## config.mk

```make
export PLATFORM = sky130hd
export DESIGN_NAME = dsp_mac_sequencer
export DESIGN_NICKNAME = d
export VERILOG_FILES = /design/src/rtl/dsp_pkg.sv /design/src/rtl/dsp_delay_line.sv /design/src/rtl/dsp_mac_sequencer.sv
export SDC_FILE = /design/constraint.sdc
export NUM_CORES = 1
export LEC_CHECK = 0
export BUFFER_PORTS_ARGS = -buffer_cell sky130_fd_sc_hd__buf_2
export CORE_MARGIN = 4
export CORE_UTILIZATION = 25
export DETAILED_ROUTE_END_ITERATION = 12
export GPL_TIMING_DRIVEN = 0
export HOLD_SLACK_MARGIN = 0.03
export PLACE_DENSITY = 0.55
export SYNTH_ARGS = -nofsm -noshare
export SYNTH_HDL_FRONTEND = slang
export SYNTH_SLANG_ARGS = --single-unit
```

## constraint.sdc

```tcl
create_clock -name i_clk -period 2.2 [get_ports i_clk]
set_input_delay 0.22 -clock i_clk [delete_from_list [all_inputs] [get_ports i_clk]]
set_output_delay 0.22 -clock i_clk [all_outputs]
set_load 0.1 [all_outputs]
```

## src/rtl/dsp_pkg.sv

```systemverilog
// Shared types and constants for the DSP MAC sequencer: FSM states, slice opmodes,
// datapath widths and the optional result clamp used when DSP_MAC_SAT_EN is defined.
package dsp_pkg;

    typedef enum logic [1:0] {
        ST_IDLE  = 2'd0,
        ST_RUN   = 2'd1,
        ST_DRAIN = 2'd2,
        ST_HOLD  = 2'd3
    } state_t;

    localparam int OPND_W = 18;
    localparam int ACC_W  = 48;
    localparam int OPM_W  = 8;

    localparam logic [OPM_W-1:0] OPM_IDLE  = 8'h00;
    localparam logic [OPM_W-1:0] OPM_CLEAR = 8'h01;
    localparam logic [OPM_W-1:0] OPM_ACC   = 8'h09;

    localparam logic [ACC_W-1:0] SAT_MAX = 48'h007F_FFFF_FFFF;

    // Clamp an already-wrapped accumulator value to the unsigned 39-bit ceiling.
    function automatic logic [ACC_W-1:0] sat_clamp(input logic [ACC_W-1:0] p);
        logic [ACC_W-1:0] r;
        if (p > SAT_MAX) begin
            r = SAT_MAX;
        end else begin
            r = p;
        end
        return r;
    endfunction

endpackage

```

## src/rtl/dsp_delay_line.sv

```systemverilog
// Fixed-depth register delay line with synchronous active-low clear to zero.
// DEPTH of 0 degenerates to a wire.
module dsp_delay_line #(
    parameter int WIDTH = 8,
    parameter int DEPTH = 2
) (
    input  logic             i_clk,
    input  logic             i_rstn,
    input  logic [WIDTH-1:0] i_d,
    output logic [WIDTH-1:0] o_q
);

    generate
        if (DEPTH == 0) begin : g_wire
            assign o_q = i_d;
        end else begin : g_pipe
            logic [WIDTH-1:0] r_pipe [DEPTH];

            // Shift register stages, all cleared on reset.
            always_ff @(posedge i_clk) begin
                if (!i_rstn) begin
                    for (int i = 0; i < DEPTH; i++) begin
                        r_pipe[i] <= '0;
                    end
                end else begin
                    r_pipe[0] <= i_d;
                    for (int i = 1; i < DEPTH; i++) begin
                        r_pipe[i] <= r_pipe[i-1];
                    end
                end
            end

            assign o_q = r_pipe[DEPTH-1];
        end
    endgenerate

endmodule

```

## src/rtl/dsp_mac_sequencer.sv

```systemverilog
// Sequences LEN unsigned operand pairs through an external DSP slice and returns
// the 48-bit dot product. Define DSP_MAC_SAT_EN to clamp the result to 39 bits.
module dsp_mac_sequencer
    import dsp_pkg::*;
#(
    parameter int DSP_LAT = 4,
    parameter int OPM_DLY = 2,
    parameter int LEN_W   = 8
) (
    input  logic              i_clk,
    input  logic              i_rstn,
    input  logic              i_start,
    input  logic [LEN_W-1:0]  i_len,
    input  logic              i_in_valid,
    output logic              o_in_ready,
    input  logic [OPND_W-1:0] i_in_a,
    input  logic [OPND_W-1:0] i_in_b,
    output logic [OPND_W-1:0] o_dsp_a,
    output logic [OPND_W-1:0] o_dsp_b,
    output logic [OPM_W-1:0]  o_dsp_opmode,
    output logic              o_dsp_ce,
    input  logic [ACC_W-1:0]  i_dsp_p,
    output logic              o_res_valid,
    input  logic              i_res_ready,
    output logic [ACC_W-1:0]  o_res_data,
    output logic              o_busy
);

    localparam int DRN_W = (DSP_LAT < 1) ? 1 : $clog2(DSP_LAT + 1);

    state_t              r_state;
    logic [LEN_W-1:0]    r_cnt;
    logic [DRN_W-1:0]    r_drain_cnt;
    logic                r_first;
    logic                r_in_ready;
    logic                r_dsp_ce;
    logic                r_res_valid;
    logic [ACC_W-1:0]    r_res_data;
    logic                r_busy;

    logic                w_accept;
    logic [OPM_W-1:0]    w_opm_src;
    logic [OPND_W-1:0]   w_dsp_a;
    logic [OPND_W-1:0]   w_dsp_b;
    logic [ACC_W-1:0]    w_p_proc;

    assign w_accept = r_in_ready & i_in_valid & (r_state == ST_RUN);

    // Operands go straight to the slice input registers so a pair and its opmode share a cycle.
    always_comb begin
        w_dsp_a = '0;
        w_dsp_b = '0;
        if (w_accept) begin
            w_dsp_a = i_in_a;
            w_dsp_b = i_in_b;
        end else begin
            w_dsp_a = '0;
            w_dsp_b = '0;
        end
    end

    // Opmode source: clear on the first RUN cycle, accumulate after, idle otherwise.
    always_comb begin
        w_opm_src = OPM_IDLE;
        case (r_state)
            ST_RUN:   w_opm_src = r_first ? OPM_CLEAR : OPM_ACC;
            ST_DRAIN: w_opm_src = OPM_ACC;
            default:  w_opm_src = OPM_IDLE;
        endcase
    end

    // Captured-P post-processing: optional clamp, otherwise raw slice output.
    always_comb begin
        w_p_proc = '0;
`ifdef DSP_MAC_SAT_EN
        w_p_proc = sat_clamp(i_dsp_p);
`else
        w_p_proc = i_dsp_p;
`endif
    end

    // Job sequencing FSM with all handshake and control outputs registered.
    always_ff @(posedge i_clk) begin
        if (!i_rstn) begin
            r_state     <= ST_IDLE;
            r_cnt       <= '0;
            r_drain_cnt <= '0;
            r_first     <= 1'b0;
            r_in_ready  <= 1'b0;
            r_dsp_ce    <= 1'b0;
            r_res_valid <= 1'b0;
            r_res_data  <= '0;
            r_busy      <= 1'b0;
        end else begin
            case (r_state)
                ST_IDLE: begin
                    if (i_start) begin
                        r_busy <= 1'b1;
                        if (i_len != '0) begin
                            r_state    <= ST_RUN;
                            r_cnt      <= i_len;
                            r_first    <= 1'b1;
                            r_in_ready <= 1'b1;
                            r_dsp_ce   <= 1'b1;
                        end else begin
                            r_state     <= ST_HOLD;
                            r_res_data  <= '0;
                            r_res_valid <= 1'b1;
                        end
                    end
                end
                ST_RUN: begin
                    r_first <= 1'b0;
                    if (w_accept) begin
                        r_cnt <= r_cnt - LEN_W'(1);
                        if (r_cnt == LEN_W'(1)) begin
                            r_state     <= ST_DRAIN;
                            r_drain_cnt <= DRN_W'(DSP_LAT);
                            r_in_ready  <= 1'b0;
                        end
                    end
                end
                ST_DRAIN: begin
                    // Zero operands with accumulate opmode flush the slice pipeline.
                    if (r_drain_cnt == '0) begin
                        r_state     <= ST_HOLD;
                        r_res_data  <= w_p_proc;
                        r_res_valid <= 1'b1;
                        r_dsp_ce    <= 1'b0;
                    end else begin
                        r_drain_cnt <= r_drain_cnt - DRN_W'(1);
                    end
                end
                ST_HOLD: begin
                    if (i_res_ready) begin
                        r_state     <= ST_IDLE;
                        r_res_valid <= 1'b0;
                        r_busy      <= 1'b0;
                    end
                end
                default: begin
                    r_state     <= ST_IDLE;
                    r_in_ready  <= 1'b0;
                    r_dsp_ce    <= 1'b0;
                    r_res_valid <= 1'b0;
                    r_busy      <= 1'b0;
                end
            endcase
        end
    end

    dsp_delay_line #(
        .WIDTH (OPM_W),
        .DEPTH (OPM_DLY)
    ) u_opm_dly (
        .i_clk  (i_clk),
        .i_rstn (i_rstn),
        .i_d    (w_opm_src),
        .o_q    (o_dsp_opmode)
    );

    assign o_in_ready  = r_in_ready;
    assign o_dsp_a     = w_dsp_a;
    assign o_dsp_b     = w_dsp_b;
    assign o_dsp_ce    = r_dsp_ce;
    assign o_res_valid = r_res_valid;
    assign o_res_data  = r_res_data;
    assign o_busy      = r_busy;

endmodule

```

Word-level counts from Yosys, hierarchy flattened. Memory sizes are Yosys's and may differ from the RTL's. Index checks and enable logic that the tools add are counted.

Add/sub/neg operators: 2. Multiply operators: 0. Divide/modulo/power cells: 0. Order comparisons: 0. Eq/ne operators: 12. Shifts and indexed selects: 0. Multiplexer cells: 42. Bitwise operators: 4. Reduce and logical (&&, ||, !) cells: 17.

Operator list (count): $mux 48 (3); $pmux 48 s2 (1); $mux 8 (5); $mux 18 (2); $pmux 8 s2 (1); $reduce_and 4->1 (4); $reduce_and 5->1 (3); $ne 2x2->1 const B (7); $mux 1 (12); $mux 2 (6); $mux 3 (3); $eq 8x1->1 const B (1); $pmux 1 s2 (4); $pmux 2 s4 (1); $pmux 4 s2 (1); $reduce_bool 2->1 (4); $reduce_bool 8->1 (1); $sub 8x1->8 const B (1); $pmux 3 s2 (1); $reduce_and 3->1 (2); $eq 2x2->1 const B (2); $mux 4 (1); $logic_not 3->1 (1); $pmux 1 s3 (1); other kinds (7) (9).

Flip-flop bits (word level): 66. Bits in latches: 0. Bits in writable memories: 16. Bits in read-only memories: 0. Memories kept: 1.

Memories: u_opm_dly.g_pipe.r_pipe (words 2, width 8, rd ports 2, clocked after Yosys merged registers in 0, write ports 2, RTL line dsp_delay_line.sv:17) `logic [WIDTH-1:0] r_pipe [DEPTH];`.

Depth between registers and ports, before layout. Gate-level depths: netlist of run 1.

Depth in word-level cells: 4. Mapped depth: 8.

Hierarchy. From an unflattened synthesis of run 1, not the netlist that was laid out.

Cell total of the unflattened synthesis: 362. Area, all modules: 3520.9 µm².

Modules (own cells, without submodules): dsp_mac_sequencer (times used 1, cells an instance 321, area an instance 3014.1 µm²); dsp_delay_line (times used 1, cells an instance 41, area an instance 506.7 µm²).

Least setup slack after synthesis of run 1. OpenSTA, ideal clock, no wires.

Kind: register -> output. Start: register r_in_ready, in the netlist o_in_ready. End: output port o_dsp_a[14]. Data arrival time: 2.580 ns. Required time: 1.980 ns. Path slack: -0.600 ns. Cell stages (with the launch flop): 5. Path through: dfxtp_1 and3_1 clkbuf_1 clkbuf_1 and2_1.

Cells in the longest elaborated chain, start to end: 3.

RTL lines: start: declaration (RTL line dsp_mac_sequencer.sv:35) `logic r_in_ready;`; start signal: assignment (RTL line dsp_mac_sequencer.sv:89) `r_in_ready <= 1'b0;`; start signal: assignment (RTL line dsp_mac_sequencer.sv:103) `r_in_ready <= 1'b1;`; start signal: assignment (RTL line dsp_mac_sequencer.sv:119) `r_in_ready <= 1'b0;`; $and 1x1->1 (2 in a row) (RTL line dsp_mac_sequencer.sv:47) `assign w_accept = r_in_ready & i_in_valid & (r_state == ST_RUN);`; $mux 18 (RTL line dsp_mac_sequencer.sv:53) `if (w_accept) begin`; end: declaration (RTL line dsp_mac_sequencer.sv:18) `output logic [OPND_W-1:0] o_dsp_a,`.

No other way between the ends.

Worst setup path in the final report of run 1.
Start: register r_state[1]. End: output port o_dsp_a[0].

Cells in the longest elaborated chain, start to end: 3.

RTL lines: start: declaration (RTL line dsp_mac_sequencer.sv:31) `state_t r_state;`; start signal: assignment (RTL line dsp_mac_sequencer.sv:85) `r_state <= ST_IDLE;`; start signal: assignment (RTL line dsp_mac_sequencer.sv:100) `r_state <= ST_RUN;`; start signal: assignment (RTL line dsp_mac_sequencer.sv:106) `r_state <= ST_HOLD;`; $eq 2x1->1 (RTL line dsp_mac_sequencer.sv:47); $and 1x1->1 (RTL line dsp_mac_sequencer.sv:47); $mux 18 (RTL line dsp_mac_sequencer.sv:53).

No other way between the ends.

==> impl_metrics.json, run 1 <==
{
  "cellLeakagePower_nw": 2.39,
  "final.setup.tns_ns": 0,
  "maxCapViolCount": 0,
  "drt-initial-drc-count": 186,
  "ir_worst_vdd_v": 0.000398,
  "pre_cts_slack_ns": -0.482,
  "syn_area_per_cell_um2": 9.45,
  "cts_root_buf": "clkbuf_16",
  "outcome": "finished clean",
  "chipHeight_um": 121,
  "routed_wirelength_um": 10200,
  "final_antenna_net_count": 0,
  "via_per_inst": 4.63,
  "grt_first_pass_wirelength_um": 15800,
  "grt_pass1_vias": 3302,
  "finalInstanceArea_um2": 4960,
  "cp_cell_sequence": "inv_2, ha_4, and3_4, clkbuf_8, and2_2, buf_2",
  "critPathRequiredTime_ns": 1.98,
  "hold_class": "in2reg",
  "worstMarginPinSlew_ns": 0.656,
  "cp-end-kind": "output port",
  "clkSinkCount": 70,
  "cts_buffer_depth": 2,
  "htreeDepth": 3,
  "syn_area_um2": 3180,
  "overflow": 0,
  "power_density_nw_per_um2": 1200,
  "cts_tree": "yes",
  "max_freq_ghz": 0.482,
  "synth_cell_types": 48,
  "critical_path_class": "reg2out",
  "final_max_slew_viol_count": 0,
  "nFillCells": 1261,
  "finalCritPeriodShare_pct": 94.3,
  "numCtsBuffers": 9,
  "slew_headroom_pct": 55.9,
  "dr.pass1.iters": 4,
  "finalSetupViolations": 0,
  "clkTransAtPathRegs_ns": 0.06,
  "area_delta_synth_final_pct": 56.0,
  "antenna_found_initial": 0,
  "ys_seq_area_share_pct": 44.0,
  "p_total_mw": 5.94,
  "holdWs_ns": 0.109,
  "cp-start-kind": "register",
  "synth_seq_cells": 70,
  "critPathMaxFanout": 10,
  "coreArea_um2": 12200,
  "finalCriticalPeriod_ns": 2.08,
  "ios": 193,
  "seq_area_um2": 1410,
  "cp_slowest_cell": "buf_2",
  "diodes": 0,
  "dr_total_vias": 3298,
  "final_hold_viol_count": 0,
  "synthArstFlopShare_pct": 0,
  "ys.flop_type": "dfxtp_1",
  "clock_latency_ns": 0.32,
  "portBuffers": 185,
  "layout_commonest_cell": "buf_2",
  "skew_ns": 0.00683,
  "grt_max_degree": 14,
  "cp_data_arrival_time_ns": 1.86,
  "rsz0062_at_grt": "no",
  "multiInputGateArea_um2": 1650,
  "ys_warn_count": 0,
  "holdBufCountCts": 0,
  "synth_edf_count": 0,
  "cpPeakStageDelay_ns": 0.42,
  "finalWorstSetupSlack_ns": 0.125,
  "post_drt_wl_per_cell_um": 14.3,
  "layout-drive-gt1-share_pct": 48.4,
  "std_cell_rows": 40,
  "track_usage_pct": 13.3,
  "gp_congestion": 0.842,
  "die_area_um2": 14600,
  "initial_core_util_pct": 26.1,
  "remaining_drc_errors": 0,
  "placed_area_um2": 4370,
  "synthCells": 337,
  "die_x_um": 121,
  "final_cell_mix": "159 x buf_2, 67 x dfxtp_1, 50 x a22o_1",
  "place_hpwl_um": 8050,
  "nets": 646
}
[synthesized netlist by cell type, drive strengths merged (3+ instances only)]
| cell | count | share of area [%] |
|---|---|---|
| a21oi | 19 | 3.1 |
| a22o | 50 | 14 |
| a311oi | 3 | 0.83 |
| a31oi | 3 | 0.59 |
| and2 | 40 | 7.9 |
| and3 | 6 | 1.2 |
| buf | 16 | 3.7 |
| clkbuf | 16 | 1.9 |
| dfxtp | 70 | 44 |
| ha | 9 | 3.5 |
| inv | 12 | 1.4 |
| nand2 | 17 | 2.0 |
| nand2b | 3 | 0.59 |
| nand4 | 3 | 0.59 |
| nor2 | 7 | 0.83 |
| nor2b | 7 | 1.4 |
| nor3 | 5 | 0.79 |
| nor4 | 5 | 0.98 |
| o21ai | 9 | 1.4 |
| o22ai | 4 | 0.79 |
| o32ai | 4 | 1.1 |
[cell families after synthesis]
group / count (synthesis) / synth area share (%)
DFF: 70 / 44.0
muxes: 1 / 0.314
AOI/OAI and AO/OA: 110 / 26.7
and+or+nand+nor: 101 / 18.0
other: 1 / 0.118
buffers and inverters: 44 / 7.04
xor gates and xnor gates: 1 / 0.275
adders and majority gates: 9 / 3.54
[stage by stage]
stage,cells,util (%)
2_1_floorplan,342,-
3_3_place_gp,695,35.8
3_5_place_dp,695,35.8
4_1_cts,710,39.9
5_1_grt,713,40.7
6_report,713,40.7
[power by group]
part           internal [mW]  total, mW  switching, mW
clock                  0.878       1.43          0.554
sequential              1.49       1.66          0.164
combinational          0.811       2.85           2.04
[area by class of cell]
cell class,instances,share of cell area (%)
sequential,70,28.3
buffer,31,3.96
timing repair buffer,188,23.4
clock inverter,7,1.46
tap,168,4.23
clock buffer,9,4.54
multi-input combinational,228,33.2
inverter,12,0.907
[routing by layer]
metal	up-vias	GRT usage (%)	wire, um
met5	-	0	0
met4	0	3.82	170
met3	13	4.72	916
met2	162	22.5	5030
met1	1498	15.8	4080
li1	1625	-	-
[timing repair]
action	4_1_cts	5_1_grt
pin swaps	0	1
endpoints found under the setup margin	63	83
buffers inserted	0	3
resized for setup	67	21
[worst max-delay path: cells and delay by family, from the launching register on]
family	cells	cell delay, ns
buffers and inverters	3	0.67
flip-flops	1	0.34
AND/OR/NAND/NOR	2	0.36
adder cells (fa/ha/maj)	1	0.16
[flip-flops by register name, summed over array words and instances (netlist names)]
register,flops
r_first,1
o_res_data,48
r_state,2
u_opm_dly.g_pipe.r_pipe,4
o_res_valid,1
r_cnt,8
o_dsp_ce,1
o_in_ready,1
r_drain_cnt,3
o_busy,1
[worst paths after layout]
path,start,end,slack (ns),cells after the start
setup / recovery,r_state[1]$_SDFFE_PN0P_,o_dsp_a[0],0.12,6
hold / removal,i_dsp_p[1],o_res_data[1]$_SDFFE_PN0P_,0.11,2
setup reg to reg,r_state[0]$_SDFFE_PN0P_,r_cnt[7]$_SDFFE_PN0P_,0.16,7
hold reg to reg,u_opm_dly.g_pipe.r_pipe[0][0]$_SDFF_PN0_,u_opm_dly.g_pipe.r_pipe[0][8]$_SDFF_PN0_,0.43,1
No activity file was read; power rests on OpenSTA's default activity.
==> run 2: changes to the inputs <==
==> constraint.sdc (replaced) <==
create_clock -name i_clk -period 2.2 [get_ports i_clk]
set_input_delay 0.55 -clock i_clk [delete_from_list [all_inputs] [get_ports i_clk]]
set_output_delay 0.55 -clock i_clk [all_outputs]
set_load 0.1 [all_outputs]
==> run 2 against run 1 <==
Net effect: register-to-register slack lost 0.04 ns; combinational power grew 7.4%; clock-buffer cell count grew 1; routed wire length grew 9.0%; first-iteration DRC count grew 24%; cell count grew 1.1%; non-clock buffer count grew 8; global-route usage grew 1.3 points; critical path type unchanged.
==> impl_metrics.json, run 2 (synthesized netlist as in run 1, its figures left out) <==
{
  "outcome": "finished clean",
  "post_drt_wl_per_cell_um": 15.4,
  "slew_headroom_pct": 40.7,
  "diodes": 0,
  "finalCriticalPeriod_ns": 2.20,
  "nFillCells": 1199,
  "cpPeakStageDelay_ns": 0.32,
  "hold_class": "in2reg",
  "antenna_found_initial": 0,
  "finalWorstSetupSlack_ns": 0.00196,
  "htreeDepth": 3,
  "remaining_drc_errors": 0,
  "clkSinkCount": 70,
  "initial_core_util_pct": 26.1,
  "gp_congestion": 0.881,
  "drt-initial-drc-count": 231,
  "ios": 193,
  "final_max_slew_viol_count": 0,
  "final_cell_mix": "153 x buf_2, 67 x dfxtp_1, 50 x a22o_1",
  "std_cell_rows": 40,
  "layout_commonest_cell": "buf_2",
  "critical_path_class": "reg2out",
  "holdBufCountCts": 0,
  "critPathMaxFanout": 6,
  "p_total_mw": 6.30,
  "numCtsBuffers": 9,
  "portBuffers": 185,
  "maxCapViolCount": 0,
  "critPathTopFamily": "buffers and inverters",
  "cellLeakagePower_nw": 2.57,
  "track_usage_pct": 14.6,
  "layout-drive-gt1-share_pct": 52.3,
  "cts_root_buf": "clkbuf_16",
  "grt_first_pass_wirelength_um": 17200,
  "dr_total_vias": 3347,
  "place_hpwl_um": 8060,
  "cp_cell_sequence": "inv_2, ha_4, and3_4, buf_8, buf_8, and2_4, buf_12",
  "nets": 654,
  "overflow": 0,
  "chipHeight_um": 121,
  "via_per_inst": 4.64,
  "cp-end-kind": "output port",
  "cts_tree": "yes",
  "pre_cts_slack_ns": -0.449,
  "die_x_um": 121,
  "clock_latency_ns": 0.33,
  "finalSetupViolations": 0,
  "cp_data_arrival_time_ns": 1.65,
  "grt_max_degree": 14,
  "die_area_um2": 14600,
  "largest_register_ff_count": 48,
  "cp_num_buf_inv": 4,
  "finalCritPeriodShare_pct": 99.9,
  "grt_pass1_vias": 3306,
  "critPathRequiredTime_ns": 1.65,
  "final_antenna_net_count": 0,
  "max_freq_ghz": 0.455,
  "power_density_nw_per_um2": 1150,
  "worstMarginPinSlew_ns": 0.881,
  "area_delta_synth_final_pct": 72.5,
  "rsz0062_at_grt": "yes",
  "coreArea_um2": 12200,
  "dr.pass1.iters": 5,
  "ir_worst_vdd_v": 0.000491,
  "clkTransAtPathRegs_ns": 0.06,
  "cts_buffer_depth": 2,
  "skew_ns": 0.00770,
  "cp_slowest_cell": "dfxtp_2",
  "routed_wirelength_um": 11100,
  "cp-start-kind": "register",
  "cp_common_cell": "buf_8",
  "final_hold_viol_count": 0
}
run 2: changes by cell type in the layout (fill, tap and decap cells not counted), sizes merged:
cell	before	now
buf	204	213
bufinv	1	2
clkinv	3	2
clkinvlp	2	1
run 2: area by class of cell:
cell class / instances / area, um^2 / share of cell area (%)
clock inverters: 6 / 93.8 / 1.71
repair buffers: 196 / 1560 / 28.5
flip-flops and latches: 70 / 1410 / 25.6
clock buffers: 10 / 239 / 4.35
inverters: 12 / 45.0 / 0.820
multi-input cells: 228 / 1710 / 31.2
plain buffers: 31 / 219 / 3.99
well taps: 168 / 210 / 3.83
run 2: final timing paths:
check                                                               from                                        end  slack [ns]  cells after the start
worst max-delay path                             r_state[1]$_SDFFE_PN0P_                                 o_dsp_b[3]       0.002                      7
worst min-delay path                                         i_dsp_p[14]                o_res_data[14]$_SDFFE_PN0P_        0.43                      2
worst max register to register                   r_state[0]$_SDFFE_PN0P_                      r_cnt[5]$_SDFFE_PN0P_        0.12                      8
worst min register to register  u_opm_dly.g_pipe.r_pipe[0][3]$_SDFF_PN0_  u_opm_dly.g_pipe.r_pipe[0][11]$_SDFF_PN0_        0.44                      1
run 2: timing repair:
| item | in CTS | in global routing |
|---|---|---|
| setup endpoints to repair | 78 | 82 |
| setup buffers | 6 | 2 |
| pin swaps | 19 | 3 |
| gates cloned | 3 | 0 |
| gates resized for setup | 165 | 21 |
run 2: per-stage QoR:
step | setup TNS, ns | utilization (%) | hold WS, ns | instances | area (um^2)
floorplan | 0 | - | 0.412 | 342 | 3280
global placement | -25.72 | 36.2 | 0.424 | 695 | 4420
detailed placement | -27.48 | 36.2 | 0.424 | 695 | 4420
CTS | -2.47 | 44.5 | 0.420 | 720 | 5430
global route | -1.14 | 45.0 | 0.423 | 721 | 5490
finish | 0 | 45.0 | 0.432 | 721 | 5490
run 2: metal layers:
metal	GRT usage (%)	up-vias	wire length, um
li1	-	1646	-
met1	17.7	1583	4490
met2	25.9	103	5840
met3	2.67	15	582
met4	4.67	0	206
met5	0	-	0
run 2: worst register-to-register path, stage by stage (launching register included):
cell     delay (ns)
dfxtp_2        0.33
buf_4          0.14
inv_1          0.10
ha_1           0.25
nor2b_2        0.25
o22ai_1        0.17
or2_2          0.30
buf_2          0.17
o32ai_1        0.28
run 2: where the power goes:
part	switching [mW]	leakage (nW)	internal (mW)	total (mW)
Sequential	0.154	0.569	1.49	1.65
Clock	0.565	0.159	1.03	1.60
Combinational	2.13	1.84	0.924	3.06
==> run 3: changes to the inputs <==
--- a/config.mk
+++ b/config.mk
@@ -12,6 +12,7 @@
 export GPL_TIMING_DRIVEN = 0
 export HOLD_SLACK_MARGIN = 0.03
 export PLACE_DENSITY = 0.55
+export SETUP_SLACK_MARGIN = 0.02
 export SYNTH_ARGS = -nofsm -noshare
 export SYNTH_HDL_FRONTEND = slang
 export SYNTH_SLANG_ARGS = --single-unit
==> run 3 against run 2 <==
Net effect: critical path depth did not move; via count rose by 0.12%; routed wire length barely moved; highest routed layer unchanged; clock power barely moved; worst setup slack improved by 0.00060 ns; fmax barely moved; die area did not move; clock skew barely moved; core utilization did not move; cell count did not move; design area did not move; critical path type unchanged.
==> impl_metrics.json, run 3 (synthesized netlist as in run 1, its figures left out) <==
{
  "place_hpwl_um": 8060,
  "outcome": "finished clean",
  "finalCritPeriodShare_pct": 99.9,
  "portBuffers": 185,
  "critPathRequiredTime_ns": 1.65,
  "power_density_nw_per_um2": 1150,
  "holdBufCountCts": 0,
  "hold_start": "i_dsp_p[14]",
  "ir_worst_vdd_v": 0.000491,
  "final_max_slew_viol_count": 0,
  "antenna_found_initial": 0,
  "critical_path_class": "reg2out",
  "gp_congestion": 0.881,
  "cts_buffer_depth": 2,
  "final_cell_mix": "153 x buf_2, 67 x dfxtp_1, 50 x a22o_1",
  "drt-initial-drc-count": 222,
  "min_to": "o_res_data[14]$_SDFFE_PN0P_",
  "dr_total_vias": 3351,
  "skew_ns": 0.00775,
  "cp-start-kind": "register",
  "regToRegSetupSlack_ns": 0.11,
  "htreeDepth": 3,
  "routed_wirelength_um": 11100,
  "remaining_drc_errors": 0,
  "chipHeight_um": 121,
  "grt_busiest_layer": "met2",
  "die_x_um": 121,
  "diodes": 0,
  "cp_data_arrival_time_ns": 1.65,
  "finalCriticalPeriod_ns": 2.20,
  "maxCapViolCount": 0,
  "post_drt_wl_per_cell_um": 15.4,
  "grt_use_met1_pct": 17.7,
  "met2_usage_pct": 25.9,
  "grt_first_pass_wirelength_um": 17200,
  "hold_path_depth": 2,
  "grt_max_degree": 14,
  "ff2ff_path_depth": 8,
  "clock_latency_ns": 0.33,
  "final_hold_viol_count": 0,
  "layout_commonest_cell": "buf_2",
  "largest_register_ff_count": 48,
  "ios": 193,
  "grt_pass1_vias": 3306,
  "cp-end-kind": "output port",
  "die_area_um2": 14600,
  "max_freq_ghz": 0.455,
  "r2r-start": "r_state[0]$_SDFFE_PN0P_",
  "cts_root_buf": "clkbuf_16",
  "track_usage_pct": 14.6,
  "holdWs_ns": 0.432,
  "final_antenna_net_count": 0,
  "numCtsBuffers": 9,
  "clkSinkCount": 70,
  "finalSetupViolations": 0,
  "slew_headroom_pct": 42.1,
  "overflow": 0,
  "critPathMaxFanout": 6,
  "dr.pass1.iters": 4,
  "coreArea_um2": 12200,
  "clkTransAtPathRegs_ns": 0.06,
  "hold_class": "in2reg",
  "use_met3_pct": 2.67,
  "nets": 654,
  "rr_endpoint": "r_cnt[5]$_SDFFE_PN0P_",
  "worstMarginPinSlew_ns": 0.860,
  "cts_tree": "yes",
  "std_cell_rows": 40,
  "p_total_mw": 6.30,
  "area_delta_synth_final_pct": 72.5,
  "rsz0062_at_grt": "yes",
  "initial_core_util_pct": 26.1,
  "layout-drive-gt1-share_pct": 52.3,
  "cellLeakagePower_nw": 2.57,
  "via_per_inst": 4.65
}
==> run 3: cell counts in the layout (fill, tap and decap cells not counted) <==
Identical to the previous run, type by type.
==> run 3: cell type report <==
type / instances / area (um^2)
clock inverters: 6 / 93.8
inverters: 12 / 45.0
well taps: 168 / 210
repair buffers: 196 / 1560
flip-flops and latches: 70 / 1410
multi-input cells: 228 / 1710
clock buffers: 10 / 239
fillers: 1199 / 6720
plain buffers: 31 / 219
==> run 3: repair_timing <==
action / in CTS / in global routing
cloned: 3 / 0
setup buffers: 6 / 2
pin swaps: 19 / 3
endpoints found under the setup margin: 78 / 83
gates resized for setup: 165 / 21
==> run 3: how the worst max path moves through the flow <==
stage	startpoint	end	slack [ns]	cells after the start
finish	r_state[1]$_SDFFE_PN0P_	o_dsp_b[3]	0.003	7
global route	r_state[1]$_SDFFE_PN0P_	o_dsp_b[3]	-0.06	7
CTS	r_state[1]$_SDFFE_PN0P_	o_dsp_b[8]	-0.11	8
detailed placement	r_state[1]$_SDFFE_PN0P_	o_dsp_b[8]	-0.45	8
global placement	r_state[1]$_SDFFE_PN0P_	o_dsp_b[8]	-0.42	8
floorplan	r_state[1]$_SDFFE_PN0P_	o_dsp_a[14]	0.04	7
==> run 3: worst max-delay path, stage by stage, from the launching register on <==
cell and delay, ns:
dfxtp_2 0.32, inv_2 0.07, ha_4 0.15, and3_4 0.20, buf_8 0.14, buf_8 0.11, and2_4 0.15, buf_12 0.17
==> run 3: power by group <==
| part | internal (mW) | switching (mW) |
|---|---|---|
| registers | 1.49 | 0.156 |
| logic | 0.923 | 2.13 |
| clock network | 1.03 | 0.564 |
| total | 3.45 | 2.85 |
==> run 3: through the flow <==
step | cells | TNS, ns | instance area, um^2 | util, % | setup WS (ns)
after global routing | 721 | -1.14 | 5490 | 45.0 | -0.0634
after detailed placement | 695 | -27.48 | 4420 | 36.2 | -0.449
final | 721 | 0 | 5490 | 45.0 | 0.00256
after global placement | 695 | -25.72 | 4420 | 36.2 | -0.425
after CTS | 720 | -2.47 | 5430 | 44.5 | -0.114
after floorplan | 342 | 0 | 3280 | - | 0.0380
==> run 3: per-layer routing <==
layer / vias up / part of all wire (%)
met1: 1585 / 41
met4: 0 / 1.8
li1: 1645 / -
met3: 15 / 4.7
met2: 106 / 53
met5: - / 0
